**src/rtl/regfile_sb_pkg.sv**
```systemverilog
// Shared constants for the decode-stage register file, so the core and the bench agree.
// Reset/zero value, hardwired-zero register address and default geometry.
package regfile_sb_pkg;

   localparam logic [31:0] INITIAL_VAL_32 = 32'h0000_0000;
   localparam logic [4:0]  ZERO_REG       = 5'd0;

   localparam int DEFAULT_DATA_W = 32;
   localparam int DEFAULT_ADDR_W = 5;
   localparam int DEFAULT_NUM_RD = 2;

endpackage

```
**src/rtl/regfile_scoreboard.sv**
```systemverilog
// Write-pending scoreboard: one busy bit per register, issue sets, write clears, set wins.
// Exposes both the registered busy vector and its next state for the bypass path.
module regfile_scoreboard
   import regfile_sb_pkg::*;
#(
   parameter int ADDR_W = DEFAULT_ADDR_W
) (
   input  logic                   clk,
   input  logic                   rst_n,
   input  logic                   wen,
   input  logic [ADDR_W-1:0]      wr_addr,
   input  logic                   iss_en,
   input  logic [ADDR_W-1:0]      iss_addr,
   output logic [2**ADDR_W-1:0]   busy,
   output logic [2**ADDR_W-1:0]   busy_nxt
);

   always_comb begin
      // NOTE: every always_comb output gets a default first, otherwise a latch is inferred.
      busy_nxt = busy;
      if (wen)
         busy_nxt[wr_addr] = 1'b0;
      if (iss_en && iss_addr != ADDR_W'(ZERO_REG))
         busy_nxt[iss_addr] = 1'b1;
      busy_nxt[0] = 1'b0;
   end

   always_ff @(posedge clk or negedge rst_n) begin
      // NOTE: sequential state uses non-blocking assignments so all flops update together.
      if (!rst_n)
         busy <= '0;
      else
         busy <= busy_nxt;
   end

endmodule

```
**src/rtl/regfile_sb.sv**
```systemverilog
// Flop-based register file with NUM_RD registered read ports and per-port busy flags.
// Define REGFILE_BYPASS_EN to forward same-cycle write data/busy to a matching read.
module regfile_sb
   import regfile_sb_pkg::*;
#(
   parameter int DATA_W = DEFAULT_DATA_W,
   parameter int ADDR_W = DEFAULT_ADDR_W,
   parameter int NUM_RD = DEFAULT_NUM_RD
) (
   input  logic                     clk,
   input  logic                     rst_n,
   input  logic                     wen,
   input  logic [ADDR_W-1:0]        wr_addr,
   input  logic [DATA_W-1:0]        wr_data,
   input  logic                     iss_en,
   input  logic [ADDR_W-1:0]        iss_addr,
   input  logic [NUM_RD*ADDR_W-1:0] rd_addr,
   output logic [NUM_RD*DATA_W-1:0] rd_data,
   output logic [NUM_RD-1:0]        rd_busy
);

   localparam int DEPTH = 2**ADDR_W;

   logic [DATA_W-1:0] mem [DEPTH];
   logic [DEPTH-1:0]  busy;
   logic [DEPTH-1:0]  busy_nxt;

   regfile_scoreboard #(.ADDR_W(ADDR_W)) u_sb (
      .clk      (clk),
      .rst_n    (rst_n),
      .wen      (wen),
      .wr_addr  (wr_addr),
      .iss_en   (iss_en),
      .iss_addr (iss_addr),
      .busy     (busy),
      .busy_nxt (busy_nxt)
   );

   always_ff @(posedge clk or negedge rst_n) begin
      // NOTE: the storage array is reset because the core relies on every register reading zero after reset.
      if (!rst_n) begin
         for (int i = 0; i < DEPTH; i++)
            mem[i] <= DATA_W'(INITIAL_VAL_32);
      end else if (wen && wr_addr != ADDR_W'(ZERO_REG)) begin
         mem[wr_addr] <= wr_data;
      end
   end

`ifndef REGFILE_BYPASS_EN
   // Without bypass the next-state busy vector has no consumer here.
   logic unused_busy_nxt;
   assign unused_busy_nxt = ^busy_nxt;
`endif

   for (genvar k = 0; k < NUM_RD; k++) begin : g_rd
      logic [ADDR_W-1:0] addr;
      logic [DATA_W-1:0] word_sel;
      logic              busy_sel;
      logic [DATA_W-1:0] data_q;
      logic              busy_q;

      assign addr = rd_addr[k*ADDR_W +: ADDR_W];

      always_comb begin
         word_sel = mem[addr];
         busy_sel = busy[addr];
`ifdef REGFILE_BYPASS_EN
         if (wen && wr_addr == addr) begin
            word_sel = wr_data;
            busy_sel = busy_nxt[addr];
         end
`endif
         if (addr == ADDR_W'(ZERO_REG)) begin
            word_sel = DATA_W'(INITIAL_VAL_32);
            busy_sel = 1'b0;
         end
      end

      always_ff @(posedge clk or negedge rst_n) begin
         if (!rst_n) begin
            data_q <= DATA_W'(INITIAL_VAL_32);
            busy_q <= 1'b0;
         end else begin
            data_q <= word_sel;
            busy_q <= busy_sel;
         end
      end

      assign rd_data[k*DATA_W +: DATA_W] = data_q;
      assign rd_busy[k]                  = busy_q;
   end

endmodule

```
**config.mk**
```make
export PLATFORM = sky130hd
export DESIGN_NAME = regfile_sb
export DESIGN_NICKNAME = d
export VERILOG_FILES = /design/src/rtl/regfile_sb_pkg.sv /design/src/rtl/regfile_scoreboard.sv /design/src/rtl/regfile_sb.sv
export SDC_FILE = /design/constraint.sdc
export NUM_CORES = 2
export LEC_CHECK = 0
export BUFFER_PORTS_ARGS = -buffer_cell sky130_fd_sc_hd__buf_2
export CORE_MARGIN = 2
export CORE_UTILIZATION = 65
export DETAILED_ROUTE_END_ITERATION = 12
export PLACE_DENSITY_LB_ADDON = 0.15
export SKIP_CTS_REPAIR_TIMING = 1
export SYNTH_ARGS = -nofsm -noshare
export SYNTH_HDL_FRONTEND = slang
export SYNTH_SLANG_ARGS = --single-unit
```
**constraint.sdc**
```tcl
create_clock -name clk -period 3.2 [get_ports clk]
set_input_delay 0 -clock clk [delete_from_list [all_inputs] [get_ports clk]]
set_output_delay 0 -clock clk [all_outputs]
set_load 0.02 [all_outputs]
```
# Yosys cells after proc, flatten, opt, wreduce, memory -nomap -nowiden
# Index checks and enable logic that the tools add are counted.
word_totals:
  output_inout_bits: 66
  wordCells: 85
  reg_bits: 1121
op_classes:
  muxes: 23
  n_lt_le_gt_ge: 10
  reduce_logical: 9
  n_bitwise: 6
op_table:
  columns: ["operator", "n"]
  rows:
  - ["bitwise mux 1024 bit", 1]
  - ["binary-select mux 32 bit (select 5 bit)", 2]
  - ["2-to-1 mux 32 bit", 9]
  - ["demux 32 bit (select 5 bit)", 1]
  - ["bitwise AND 32 bit", 1]
  - ["NOT 32 bit", 1]
  - ["OR 32 bit", 1]
  - ["< comparator 5 x 6 -> 1 bit, second input constant", 4]
  - [">= comparator 6 bit, second input constant", 3]
  - ["NOT 5 -> 6 bit", 3]
  - ["binary-select mux 1 bit (select 5 bit)", 2]
  - ["demux 1 bit (select 5 bit)", 2]
  - [">= comparator 5 x 1 -> 1 bit, second input constant", 2]
  - ["zero test 5 bit", 2]
  - ["nonzero test 5 bit", 2]
  - ["< comparator 6 x 1 -> 1 bit, second input constant", 1]
  - ["2-to-1 mux 1 bit", 6]
  - ["logical AND 1 bit", 5]

# Depth between registers and ports, before layout
depth:
  word_depth: 9
  mapped_depth: 9
  mapped_depth_nobuf: 4

# Cells and area by module
# A second synthesis with hierarchy kept.
unflattened:
  hier_cells: 3811
  hier_area_um2: 57457.6
modules_own_cells:
  columns: ["module", "area_per_inst_um2", "cells_each", "n_inst"]
  rows:
  - ["regfile_sb", 56162.6, 3689, 1]
  - ["regfile_scoreboard", 1295.0, 122, 1]

# Worst setup path after synthesis
# OpenSTA, ideal clock, no wires.
synth_timing:
  path_type: "input to register"
  startpoint: "input rd_addr[0]"
  endpoint: "register g_rd[0].data_q[17]"
  stages: 7
  n_path_buf: 4
  arrival_ns: 1.467
  required_time_ns: 3.059
  setup_time_ns: 0.141
  setup_slack_ns: 1.592
  cell_sequence: "buf_4 buf_12 buf_8 buf_2 mux4_2 a22oi_1 a31oi_1"
synth_between:
  elab_chain_len: 5
synth_lines:
  columns: ["item", "line", "rtl"]
  rows:
  - ["start, declared", "regfile_sb.sv:17", "input logic [NUM_RD*ADDR_W-1:0] rd_addr,"]
  - ["NOT 5 -> 6 bit (implied by the code)", "regfile_sb.sv:65", "word_sel = mem[addr];"]
  - ["binary-select mux 32 bit (select 5 bit)", "regfile_sb.sv:65", null]
  - ["2-to-1 mux 32 bit (implied by the code) (2 in a row)", "regfile_sb.sv:65", null]
  - ["2-to-1 mux 32 bit (*)", "regfile_sb.sv:73", "if (addr == ADDR_W'(ZERO_REG)) begin"]
  - ["net g_rd[0].word_sel[17]", "regfile_sb.sv:57", "logic [DATA_W-1:0] word_sel;"]
  - ["end signal, assigned", "regfile_sb.sv:81", "data_q <= DATA_W'(INITIAL_VAL_32);"]
  - ["end signal, assigned", "regfile_sb.sv:84", "data_q <= word_sel;"]
  - ["end, declared", "regfile_sb.sv:59", "logic [DATA_W-1:0] data_q;"]
# Mark *: on every way through the listed nets, which the timed path passes. The rest lies on a longest branch. The select of a mux whose other input is x is not followed.
# A chain may end at the register's enable or synchronous reset.

# Final worst setup path
layout_timing:
  startpoint: "input rd_addr[9]"
  endpoint: "register g_rd[1].data_q[14]"
layout_between:
  elab_chain_len: 5
layout_lines:
  columns: ["item", "line"]
  rows:
  - ["NOT 5 -> 6 bit (implied by the code)", "regfile_sb.sv:65"]
  - ["binary-select mux 32 bit (select 5 bit)", "regfile_sb.sv:65"]
  - ["2-to-1 mux 32 bit (implied by the code) (2 in a row)", "regfile_sb.sv:65"]
  - ["2-to-1 mux 32 bit (*)", "regfile_sb.sv:73"]
  - ["net g_rd[1].word_sel[14]", "regfile_sb.sv:57"]
  - ["end signal, assigned", "regfile_sb.sv:81"]
  - ["end signal, assigned", "regfile_sb.sv:84"]
  - ["end, declared", "regfile_sb.sv:59"]
# Marks and branches as above.

==> summary.md <==
| Metric | Value |
|---|---|
| # nets final | `3,862` |
| Clk Latency, worst-skew pair | `0.71 ns` |
| Final Hold Violating Endpoints | `2` |
| Initial core utilization | `0.654` |
| Failing checks | `negative hold slack` |
| Critical path class | `in2reg` |
| Yosys warning count | `0` |
| LEAKAGE | `28.0 nW` |
| # setup viols final | `0` |
| Endpoint class of the critical path | `register` |
| DR vias | `38,672` |
| Sink Count | `1,121` |
| Post-Syn Instances | `3,788` |
| Layout cell share with drive strength beyond 1 | `0.515` |
| Synthesized net count | `3,844` |
| Port Buf Inserts | `121` |
| Synth area leaders | `dfrtp_1 (49%), mux2_2 (20%), mux4_2 (18%)` |
| Root Driver | `clkbuf_16` |
| Pre-Repair DR Iteration Count | `6` |
| Inserted Clock Buffers | `115` |
| Critical Path Source | `rd_addr[9]` |
| WL final | `187,000 µm` |
| Tot Pwr | `41.4 mW` |
| Fmax | `459 MHz` |
| Grt total ovfl | `0` |
| Clk_skew | `0.0238 ns` |
| Period Utilization, post-route | `0.681` |
| Starting DRT DRC Count | `4,543` |
| Clock Tree Buf Depth | `3` |
| Initial antenna violation count | `10` |
| Area grow syn2layout | `11.7%` |
| CTS tree | `done` |
| Power per cell area | `644 mW/mm²` |
| Cell Area, Synth | `0.0576 mm²` |
| Hold slack | `-0.0232 ns` |
| Core ar. | `0.0881 mm²` |
| FF-to-FF Start | `mem[786]$_DFFE_PN0P_` |
| # rows | `109` |
| Die Height | `302 µm` |
| Distinct cell type count after synthesis | `41` |
| First-pass GRT wire length | `275,000 µm` |
| Synth area leader | `dfrtp_1` |
| Flops & latches, synth | `1,121` |
| Dpl hpwl | `108,000 µm` |
| GR Util All Layers | `0.420` |
| HP Start | `rd_addr[5]` |
| Type of origin of the critical path | `input port` |
| Rel. slew slack | `0.338` |
| Syn_area_per_cell | `15.2 µm²` |
| HP Class | `in2reg` |
| Routability congestion estimate | `0.888` |
| Worst EP arrival | `2.74 ns` |
| Vias per cell | `7.63` |
| Worst Tran Pin Value | `0.993 ns` |
| Die area | `0.0910 mm²` |
| Top Ports | `122` |
| Status | `finished with violations` |
| DRC errors left | `0` |
| Setup repair after global routing missed its margin | `no` |
| DRT antenna net count | `0` |
| Post-layout util | `0.731` |
| Drt wl/cell | `36.9 µm` |
| Vias in the first global route | `40,328` |
| Peak supply drop | `0.000554 V` |
| Reg clk slew, reported paths | `0.06 ns` |
| Fin. max-slew vios | `0` |
| Tmin final | `2.18 ns` |
| Setup TNS Final | `0 ns` |
| Sequential area share after synthesis | `0.487` |
| Top-area cell type share of the netlist area | `0.487` |
| Worst EP required | `3.76 ns` |
| Die width | `302 µm` |
| Worst-path fanout max | `16` |
| Total of max-cap violations | `0` |
| CTS H-Tree Depth | `3` |
| Largest net degree at the start of global routing | `124` |
## placed cells by master (no fill, tap or decap), types with 33 or more instances in the layout
cell	Yosys	routed
a31oi_1	33	33
o21ai_0	113	113
dlygate4sd3_1	0	51
mux2i_1	200	200
mux2_2	1016	1016
a221oi_1	52	52
mux4_2	460	460
dfrtp_1	1121	1121
a221o_1	34	34
clkbuf_16	0	118
buf_12	1	52
buf_2	123	114
buf_4	31	113
nor2b_1	38	33
a22oi_1	66	66
a311oi_1	33	33
## Yosys cell counts
cell type  instances
nor3_1             2
a22oi_1           66
nand3_1            4
buf_8              3
or2_1              1
mux4_2           460
dfrtp_1         1121
buf_4             31
nand2_2            4
buf_1             37
mux2i_1          200
o2111ai_1         14
clkbuf_1         232
inv_1              2
nor2_1            26
a31oi_1           33
or4_1              1
mux2_2          1016
and3b_1            2
buf_12             1
and3_1             2
buf_2            123
a21oi_1            1
buf_6              7
nand2_1           43
a221o_1           34
nor3b_1            8
and2_1             2
nand3b_1           7
o21ai_1            4
or3b_1             1
clkbuf_2           1
a211oi_1          32
nor2b_1           38
or2_2              3
a22o_1            15
mux2_1            10
a221oi_1          52
nand2b_1           3
o21ai_0          113
a311oi_1          33
## report_power, final
part | internal, mW | leakage [nW] | switching (mW) | total [mW]
Combinational | 4.76 | 11.7 | 3.37 | 8.13
Sequential | 16.9 | 14.3 | 2.18 | 19.0
Clock | 8.43 | 1.99 | 5.83 | 14.3
Total | 30.1 | 28.0 | 11.4 | 41.4
## cells by family (layout without fill, tap and decap cells)
kind of cell           after synthesis  count (layout)  synth area share
AOI/OAI and AO/OA                  397             397            0.0498
DFF                               1121            1121             0.487
and+or+nand+nor                    147             147            0.0133
buffers and inverters              437             548            0.0350
muxes                             1686            1686             0.415
other                                0               6                 0
## flip-flops by register name, indices dropped and copies added (netlist names)
name         flops
u_sb.busy       31
g_rd.busy_q      2
g_rd.data_q     64
mem           1024
## cell type report
| cell class | count | area [µm²] |
|---|---|---|
| clock inverters | 54 | 657 |
| clock buffers | 156 | 3360 |
| well taps | 1165 | 1460 |
| diodes | 6 | 15.0 |
| fillers | 5389 | 23700 |
| repair buffers | 336 | 3060 |
| flip-flops and latches | 1121 | 28100 |
| multi-input cells | 2230 | 27800 |
| inverters | 2 | 11.3 |
## layer usage
layer / vias up / track usage / routed length, µm
met2: 2748 / 0.609 / 83400
met3: 662 / 0.142 / 24200
met1: 20514 / 0.568 / 68700
met4: 8 / 0.225 / 10600
met5: - / 0 / 49
li1: 14740 / - / -
## path summary, 6_finish.rpt
| kind | to | cells past startpoint | slack (ns) |
|---|---|---|---|
| max | g_rd[1].data_q[14]$_DFF_PN0_ | 6 | 1.02 |
| min | g_rd[1].data_q[18]$_DFF_PN0_ | 4 | -0.02 |
| max reg2reg | g_rd[0].data_q[18]$_DFF_PN0_ | 5 | 1.41 |
| min reg2reg | mem[997]$_DFFE_PN0P_ | 0 | 0.39 |
| max in group asynchronous | mem[638]$_DFFE_PN0P_ | 5 | 1.67 |
| min in group asynchronous | mem[959]$_DFFE_PN0P_ | 3 | 0.39 |
## metrics by stage
step | hold slack [ns] | std cells | setup WS, ns | cell area [µm²]
after floorplan | -0.296 | 3788 | 1.59 | 57600
after global placement | 0.0194 | 4802 | 0.964 | 59800
after detailed placement | 0.0339 | 4802 | 0.949 | 59800
after CTS | -0.697 | 5012 | 1.46 | 63800
after global routing | 0.00997 | 5064 | 1.03 | 64400
final | -0.0232 | 5070 | 1.02 | 64400
## worst max-delay path, stage by stage
cell           delay, ns
dlygate4sd3_1       0.52
buf_2               0.46
nand2b_2            0.82
buf_4               0.41
o21ai_0             0.18
a311oi_1            0.33
(Power assumes the default switching activity.)
